--- config.mk ---
export PLATFORM = sky130hd
export DESIGN_NAME = rf_write_arbiter
export DESIGN_NICKNAME = d
export VERILOG_FILES = /design/src/rtl/rf_write_arbiter_pkg.sv /design/src/rtl/rf_write_arbiter_rr_arb2.sv /design/src/rtl/rf_write_arbiter.sv
export SDC_FILE = /design/constraint.sdc
export NUM_CORES = 1
export LEC_CHECK = 0
export CAP_MARGIN = 20
export CORE_MARGIN = 8
export CORE_UTILIZATION = 38
export CTS_BUF_LIST = sky130_fd_sc_hd__clkbuf_16
export DETAILED_ROUTE_END_ITERATION = 7
export PLACE_DENSITY = 0.89
export SLEW_MARGIN = 30
export SYNTH_ARGS = -nofsm -noshare
export SYNTH_HDL_FRONTEND = slang
export SYNTH_SLANG_ARGS = --single-unit
export TNS_END_PERCENT = 100
--- constraint.sdc ---
create_clock -name clk -period 1.8 [get_ports clk]
set_clock_uncertainty 0.05 [all_clocks]
set_input_delay 0.18 -clock clk [delete_from_list [all_inputs] [get_ports clk]]
set_output_delay 0.18 -clock clk [all_outputs]
set_load 0.03 [all_outputs]
--- src/rtl/rf_write_arbiter_pkg.sv ---
// Shared definitions for the register-file write-port arbiter: default widths,
// controller state encoding and requester identifiers.
package rf_write_arbiter_pkg;

  localparam int DEF_DATA_W = 32;
  localparam int DEF_ADDR_W = 5;

  typedef enum logic {
    ST_CLEAR = 1'b0,
    ST_RUN   = 1'b1
  } state_t;

  localparam logic REQ_A = 1'b0;
  localparam logic REQ_B = 1'b1;

  // Round-robin successor of a requester id.
  function automatic logic other_req(input logic id);
    return ~id;
  endfunction

endpackage

--- src/rtl/rf_write_arbiter_rr_arb2.sv ---
// Two-way round-robin arbiter: combinational readies/grant from the priority
// pointer, pointer flips to the other requester after every grant.
module rr_arb2
  import rf_write_arbiter_pkg::*;
(
  input  logic clk,
  input  logic rst,
  input  logic en,
  input  logic a_valid,
  input  logic b_valid,
  output logic a_ready,
  output logic b_ready,
  output logic gnt_vld,
  output logic gnt_id
);

  logic ptr;
  logic gnt_a;
  logic gnt_b;

  // A ready may be offered without its own valid; only the contested case
  // consults the pointer, so at most one handshake completes per cycle.
  always_comb begin
    a_ready = en && (!b_valid || (ptr == REQ_A));
    b_ready = en && (!a_valid || (ptr == REQ_B));
    gnt_a   = a_valid && a_ready;
    gnt_b   = b_valid && b_ready;
    gnt_vld = gnt_a || gnt_b;
    gnt_id  = gnt_b ? REQ_B : REQ_A;
  end

  always_ff @(posedge clk) begin
    if (rst) begin
      ptr <= REQ_A;
    end else if (gnt_vld) begin
      ptr <= other_req(gnt_id);
    end
  end

endmodule

--- src/rtl/rf_write_arbiter.sv ---
// Register-file write-port owner: optional zero sweep after reset, then
// round-robin sharing of the port between ALU (A) and load (B) writeback.
module rf_write_arbiter
  import rf_write_arbiter_pkg::*;
#(
  parameter int DATA_W           = DEF_DATA_W,
  parameter int ADDR_W           = DEF_ADDR_W,
  parameter bit CLEAR_ON_RESET   = 1'b1,
  parameter bit ZERO_REG_DISCARD = 1'b1
) (
  input  logic              clk,
  input  logic              rst,
  input  logic              a_valid,
  input  logic [ADDR_W-1:0] a_addr,
  input  logic [DATA_W-1:0] a_data,
  output logic              a_ready,
  input  logic              b_valid,
  input  logic [ADDR_W-1:0] b_addr,
  input  logic [DATA_W-1:0] b_data,
  output logic              b_ready,
  output logic              rf_reg_write,
  output logic [ADDR_W-1:0] rf_waddr,
  output logic [DATA_W-1:0] rf_wdata,
  output logic              init_busy
);

  localparam logic [ADDR_W-1:0] LAST_ADDR = {ADDR_W{1'b1}};
  localparam state_t            RST_STATE = CLEAR_ON_RESET ? ST_CLEAR : ST_RUN;

  state_t            state;
  state_t            state_nxt;
  logic [ADDR_W-1:0] cnt;
  logic [ADDR_W-1:0] cnt_nxt;

  logic              vld_p0;
  logic              gnt_id_p0;
  logic [ADDR_W-1:0] addr_p0;
  logic [DATA_W-1:0] data_p0;
  logic              we_p0;

  logic              reg_write_p1;
  logic [ADDR_W-1:0] waddr_p1;
  logic [DATA_W-1:0] wdata_p1;

  // Writes to the hard-wired zero register complete the handshake but are
  // never presented to the register array.
  function automatic logic write_enable(input logic [ADDR_W-1:0] addr);
    return !(ZERO_REG_DISCARD && (addr == '0));
  endfunction

  always_ff @(posedge clk) begin
    if (rst) begin
      state <= RST_STATE;
      cnt   <= '0;
    end else begin
      state <= state_nxt;
      cnt   <= cnt_nxt;
    end
  end

  always_comb begin
    state_nxt = state;
    cnt_nxt   = cnt;
    if (state == ST_CLEAR) begin
      cnt_nxt = cnt + 1'b1;
      if (cnt == LAST_ADDR) begin
        state_nxt = ST_RUN;
      end
    end
  end

  assign init_busy = (state == ST_CLEAR);

  rr_arb2 u_arb (
    .clk     (clk),
    .rst     (rst),
    .en      (state == ST_RUN),
    .a_valid (a_valid),
    .b_valid (b_valid),
    .a_ready (a_ready),
    .b_ready (b_ready),
    .gnt_vld (vld_p0),
    .gnt_id  (gnt_id_p0)
  );

  // Stage p0: select the winning request.
  always_comb begin
    addr_p0 = (gnt_id_p0 == REQ_B) ? b_addr : a_addr;
    data_p0 = (gnt_id_p0 == REQ_B) ? b_data : a_data;
    we_p0   = write_enable(addr_p0);
  end

  // Stage p1: registered write port; address/data hold when idle.
  always_ff @(posedge clk) begin
    if (rst) begin
      reg_write_p1 <= 1'b0;
      waddr_p1     <= '0;
      wdata_p1     <= '0;
    end else if (state == ST_CLEAR) begin
      reg_write_p1 <= 1'b1;
      waddr_p1     <= cnt;
      wdata_p1     <= '0;
    end else if (vld_p0) begin
      reg_write_p1 <= we_p0;
      waddr_p1     <= addr_p0;
      wdata_p1     <= data_p0;
    end else begin
      reg_write_p1 <= 1'b0;
    end
  end

  assign rf_reg_write = reg_write_p1;
  assign rf_waddr     = waddr_p1;
  assign rf_wdata     = wdata_p1;

endmodule

Word-level counts from Yosys, hierarchy flattened
Index checks and enable logic that the tools add are counted.
{"block": "totals", "register_bits": 45, "latchBits": 0, "mem_bits_rw": 0, "rom_bits": 0, "inputBits": 78, "out_inout_bits": 41, "mem_count": 0}
{"block": "op_classes", "addsub": 1, "n_mul": 0, "div": 0, "order_cmp": 0, "eq_ne": 2, "n_shift": 0, "muxes": 9, "n_bitwise": 3, "reduce_logical": 12}
{"operator": "$mux W32", "count": 1}
{"operator": "$mux W5", "count": 3}
{"operator": "$add A5 B1 Y5 const B", "count": 1}
{"operator": "$eq A5 B5 Y1 const B", "count": 1}
{"operator": "$logic_not A5 Y1", "count": 1}
{"operator": "$mux W1", "count": 5}
{"operator": "$logic_and A1 B1 Y1", "count": 4}
{"operator": "$logic_not A1 Y1", "count": 3}
{"operator": "$logic_or A1 B1 Y1", "count": 3}
{"operator": "$not A1 Y1", "count": 3}
{"operator": "$ne A2 B1 Y1 const B", "count": 1}
{"operator": "$reduce_or A2 Y1", "count": 1}

Longest topological paths before layout
{"block": "depth", "depth_word": 10, "mapped_depth": 6, "mapped_depth_nobuf": 5}

Modules after synthesis
A second synthesis with hierarchy kept.
{"block": "hier_totals", "hier_cells": 212, "area_unflattened_um2": 2160.8}
{"mod": "rf_write_arbiter", "instances": 1, "cells_per_inst": 203, "area_each_um2": 2080.7}
{"mod": "rr_arb2", "instances": 1, "cells_per_inst": 9, "area_each_um2": 80.1}

Least setup slack after synthesis
No wires, ideal clock.
{"block": "synth_timing", "kind": "register -> output", "start": "reg state", "end": "out a_ready", "arrival_time_ns": 1.184, "setup_slack_ns": 0.386, "path_stages_with_launch": 4, "path_cell_list": "dfxtp_1 -> inv_2 -> buf_2 -> a21oi_1"}
{"block": "synth_via", "elab_chain_cells": 1}
{"element": "start: declaration", "line_no": "rf_write_arbiter.sv:30", "text": "state_t state;"}
{"element": "start signal: assignment", "line_no": "rf_write_arbiter.sv:56", "text": "state <= state_nxt;"}
{"element": "$logic_and A1 B1 Y1", "line_no": "rf_write_arbiter_rr_arb2.sv:24", "text": "a_ready = en && (!b_valid || (ptr == REQ_A));"}
{"element": "end: declaration", "line_no": "rf_write_arbiter.sv:16", "text": "output logic a_ready,"}
Every way passes these cells.

Worst setup path in the final report
{"block": "layout_timing", "start": "reg wdata_p1[30], in the netlist rf_wdata[30]", "end": "out rf_wdata[30]"}
{"element": "start: declaration", "line_no": "rf_write_arbiter.sv:43", "text": "logic [DATA_W-1:0] wdata_p1;"}
{"element": "start signal: assignment", "line_no": "rf_write_arbiter.sv:106", "text": "wdata_p1 <= data_p0;"}
{"element": "end: declaration", "line_no": "rf_write_arbiter.sv:23", "text": "output logic [DATA_W-1:0] rf_wdata,"}
No word-level cell between the ends.

==> flow_summary.yaml <==
clock_network:
  cts-root-buf: "clkbuf_16"
  post-cts-setup-buffers: 0
  clock_sinks: 45
  clockBufferDepth: 2
  clk_pin_slew_ns: 0.07
  numCtsBuffers: 5
  cts_max_level: 2
  insertion_delay_ns: 0.28
  cts_tree: "done"
critical_path:
  worstSetupPathType: "reg -> out"
  critPathBufInv: 1
  cp_max_fo: 2
  ff2ff_path_depth: 5
  worst_setup_path_start_kind: "flip-flop"
  crit_slowest_cell: "clkdlybuf4s50_1"
  crit_cells: 1
  worst_path_largest_cell_delay_ns: 0.70
  crit_chain: "clkdlybuf4s50_1"
  required_ns: 1.57
  critical_path.top_delay_family: "buffers and inverters"
  crit_arrival_ns: 1.33
  end_kind: "output pin"
sta:
  setup_viol: 0
  setup_tns_ns: 0
  whs_ns: 0.436
  slew_headroom: 0.772
  clock.fmax_mhz: 642
  final.min_clock_period_ns: 1.56
  worstMarginPinSlew_ns: 0.337
  drv_slew: 0
  rsz0062_at_grt: "false"
  finalCritPeriodShare: 0.865
  hold_viol: 0
route:
  drt-initial-drc-count: 71
  drc_errors: 0
  via_count: 2067
  routed_wl_um: 6570
  wl_per_cell_um: 16.3
  first_pass_iters: 4
  via_per_inst: 5.13
  postRouteAntennaNets: 0
final_layout:
  area.sequential_um2: 901
  area_growth_pct: 72.6
  multi_input_area_mm2: 0.00102
  antennaDiodeCount: 0
  nFillCells: 432
  drive_above_1_share: 0.0721
  nets: 412
yosys:
  syn_avg_cell_area_um2: 9.45
  syn_nets: 294
  seq_area_frac_synth: 0.445
  synth_top_area_share: 0.445
  synth_area_leaders: "dfxtp_1 45%, mux2i_1 20%, a21oi_1 9.4%"
  yosysTopAreaCell: "dfxtp_1"
  syn_inst: 214
  synth-main-ff-cell: "dfxtp_1"
  netlist_top_cells_count: "45 x dfxtp_1, 40 x mux2i_1, 38 x a21oi_1"
  yosysWarnings: 0
  synth-seq-cells: 45
  synth_area_mm2: 0.00202
  async_reset_ff_frac: 0
  synth-edff-count: 0
  synthMostInstantiatedCell: "dfxtp_1"
  yosysUniqueCellTypes: 35
hold_path:
  holdPathStages: 2
  hp-class: "reg -> reg"
job:
  cap_violations: 0
floorplanning:
  ios: 119
  row_count: 26
  dieArea_mm2: 0.00791
  die_y_um: 89.0
  die_x_um: 89.0
  initial_core_util: 0.394
  core_area_mm2: 0.00514
global_route:
  grt_pass1_vias: 2172
  antenna_found_initial: 0
  grt_pass1_wl_um: 10500
  grt_max_degree: 37
  grt_usage: 0.168
  overflow: 0
power_and_ir_drop:
  leakage_nw: 1.23
  power_density_mw_per_mm2: 661
  ir_drop_mv: 0.649
place:
  hpwl_um: 5240
  gp_congestion: 0.837
  port_buffers: 118
outcome:
  status: "finished clean"
[worst min-delay path: cells and delay by family (launching register included)]
kind / cells / cell delay [ns]
simple gates: 1 / 0.06
compound gates: 1 / 0.05
flops: 1 / 0.33
[path summary, 6_finish.rpt]
kind | endpoint | slack (ns) | start
worst max-delay path | rf_wdata[30] | 0.24 | rf_wdata[30]
worst min register to register | u_arb.ptr | 0.44 | u_arb.ptr
worst max register to register | rf_waddr[3] | 0.36 | u_arb.ptr
worst min-delay path | u_arb.ptr | 0.44 | u_arb.ptr
[per-layer routing]
layer  share of wire  track usage
met4           0.025       0.0619
met2            0.51        0.303
met5               0            0
met1            0.37        0.171
met3           0.090       0.0653
[per-stage QoR]
step	utilization	instance area [µm²]	setup slack, ns	cells	power (mW)
after floorplan	-	2020	0.386	214	1.10
after global placement	0.646	3320	0.114	395	1.29
after detailed placement	0.646	3320	0.0696	395	1.30
after CTS	0.679	3490	0.231	403	2.33
after global routing	0.679	3490	0.213	403	2.40
final	0.679	3490	0.243	403	2.31
[cell families (layout without fill, tap and decap cells)]
| family | Yosys count | count (layout) | share of synthesized area |
|---|---|---|---|
| compound gates | 80 | 80 | 0.210 |
| xor+xnor | 2 | 2 | 0.00866 |
| fa+ha+maj | 2 | 2 | 0.0124 |
| buf+inv | 17 | 136 | 0.0538 |
| flops | 45 | 45 | 0.445 |
| mux | 40 | 40 | 0.198 |
| simple gates | 28 | 28 | 0.0717 |
[report_power, final]
| part | total, mW | switching [mW] | internal (mW) |
|---|---|---|---|
| Clock | 1.03 | 0.378 | 0.657 |
| Combinational | 0.259 | 0.0733 | 0.185 |
| Sequential | 1.01 | 0.00812 | 1.01 |
[cells in the final DEF, fill, tap and decap left out, types with 2 or more instances in the layout]
master / count
nor2_1: 11
o21ai_1: 5
o22ai_1: 2
a21oi_1: 38
clkdlybuf4s50_1: 115
nor2b_1: 2
and3_1: 2
ha_1: 2
buf_4: 6
nand2_1: 2
o32ai_1: 3
clkbuf_16: 5
buf_12: 5
dfxtp_1: 45
mux2i_1: 40
o21ai_0: 28
[repair_timing]
action                                  4_1_cts  5_1_grt
endpoints found under the setup margin        1        0
gates resized for setup                       1        0
hold buffers                                  0        0
[sequential cells by signal (all words and copies together) (netlist names)]
name	cells
rf_wdata	32
rf_reg_write	1
cnt	5
rf_waddr	5
u_arb.ptr	1
state	1
[cell type report]
cell class | instances | share of cell area
Timing Repair Buffer | 127 | 0.374
Inverter | 1 | 0.00107
Multi-Input combinational cell | 152 | 0.293
Clock inverter | 3 | 0.0133
Tap cell | 70 | 0.0251
Clock buffer | 5 | 0.0358
Sequential cell | 45 | 0.258
(Power assumes the default switching activity.)
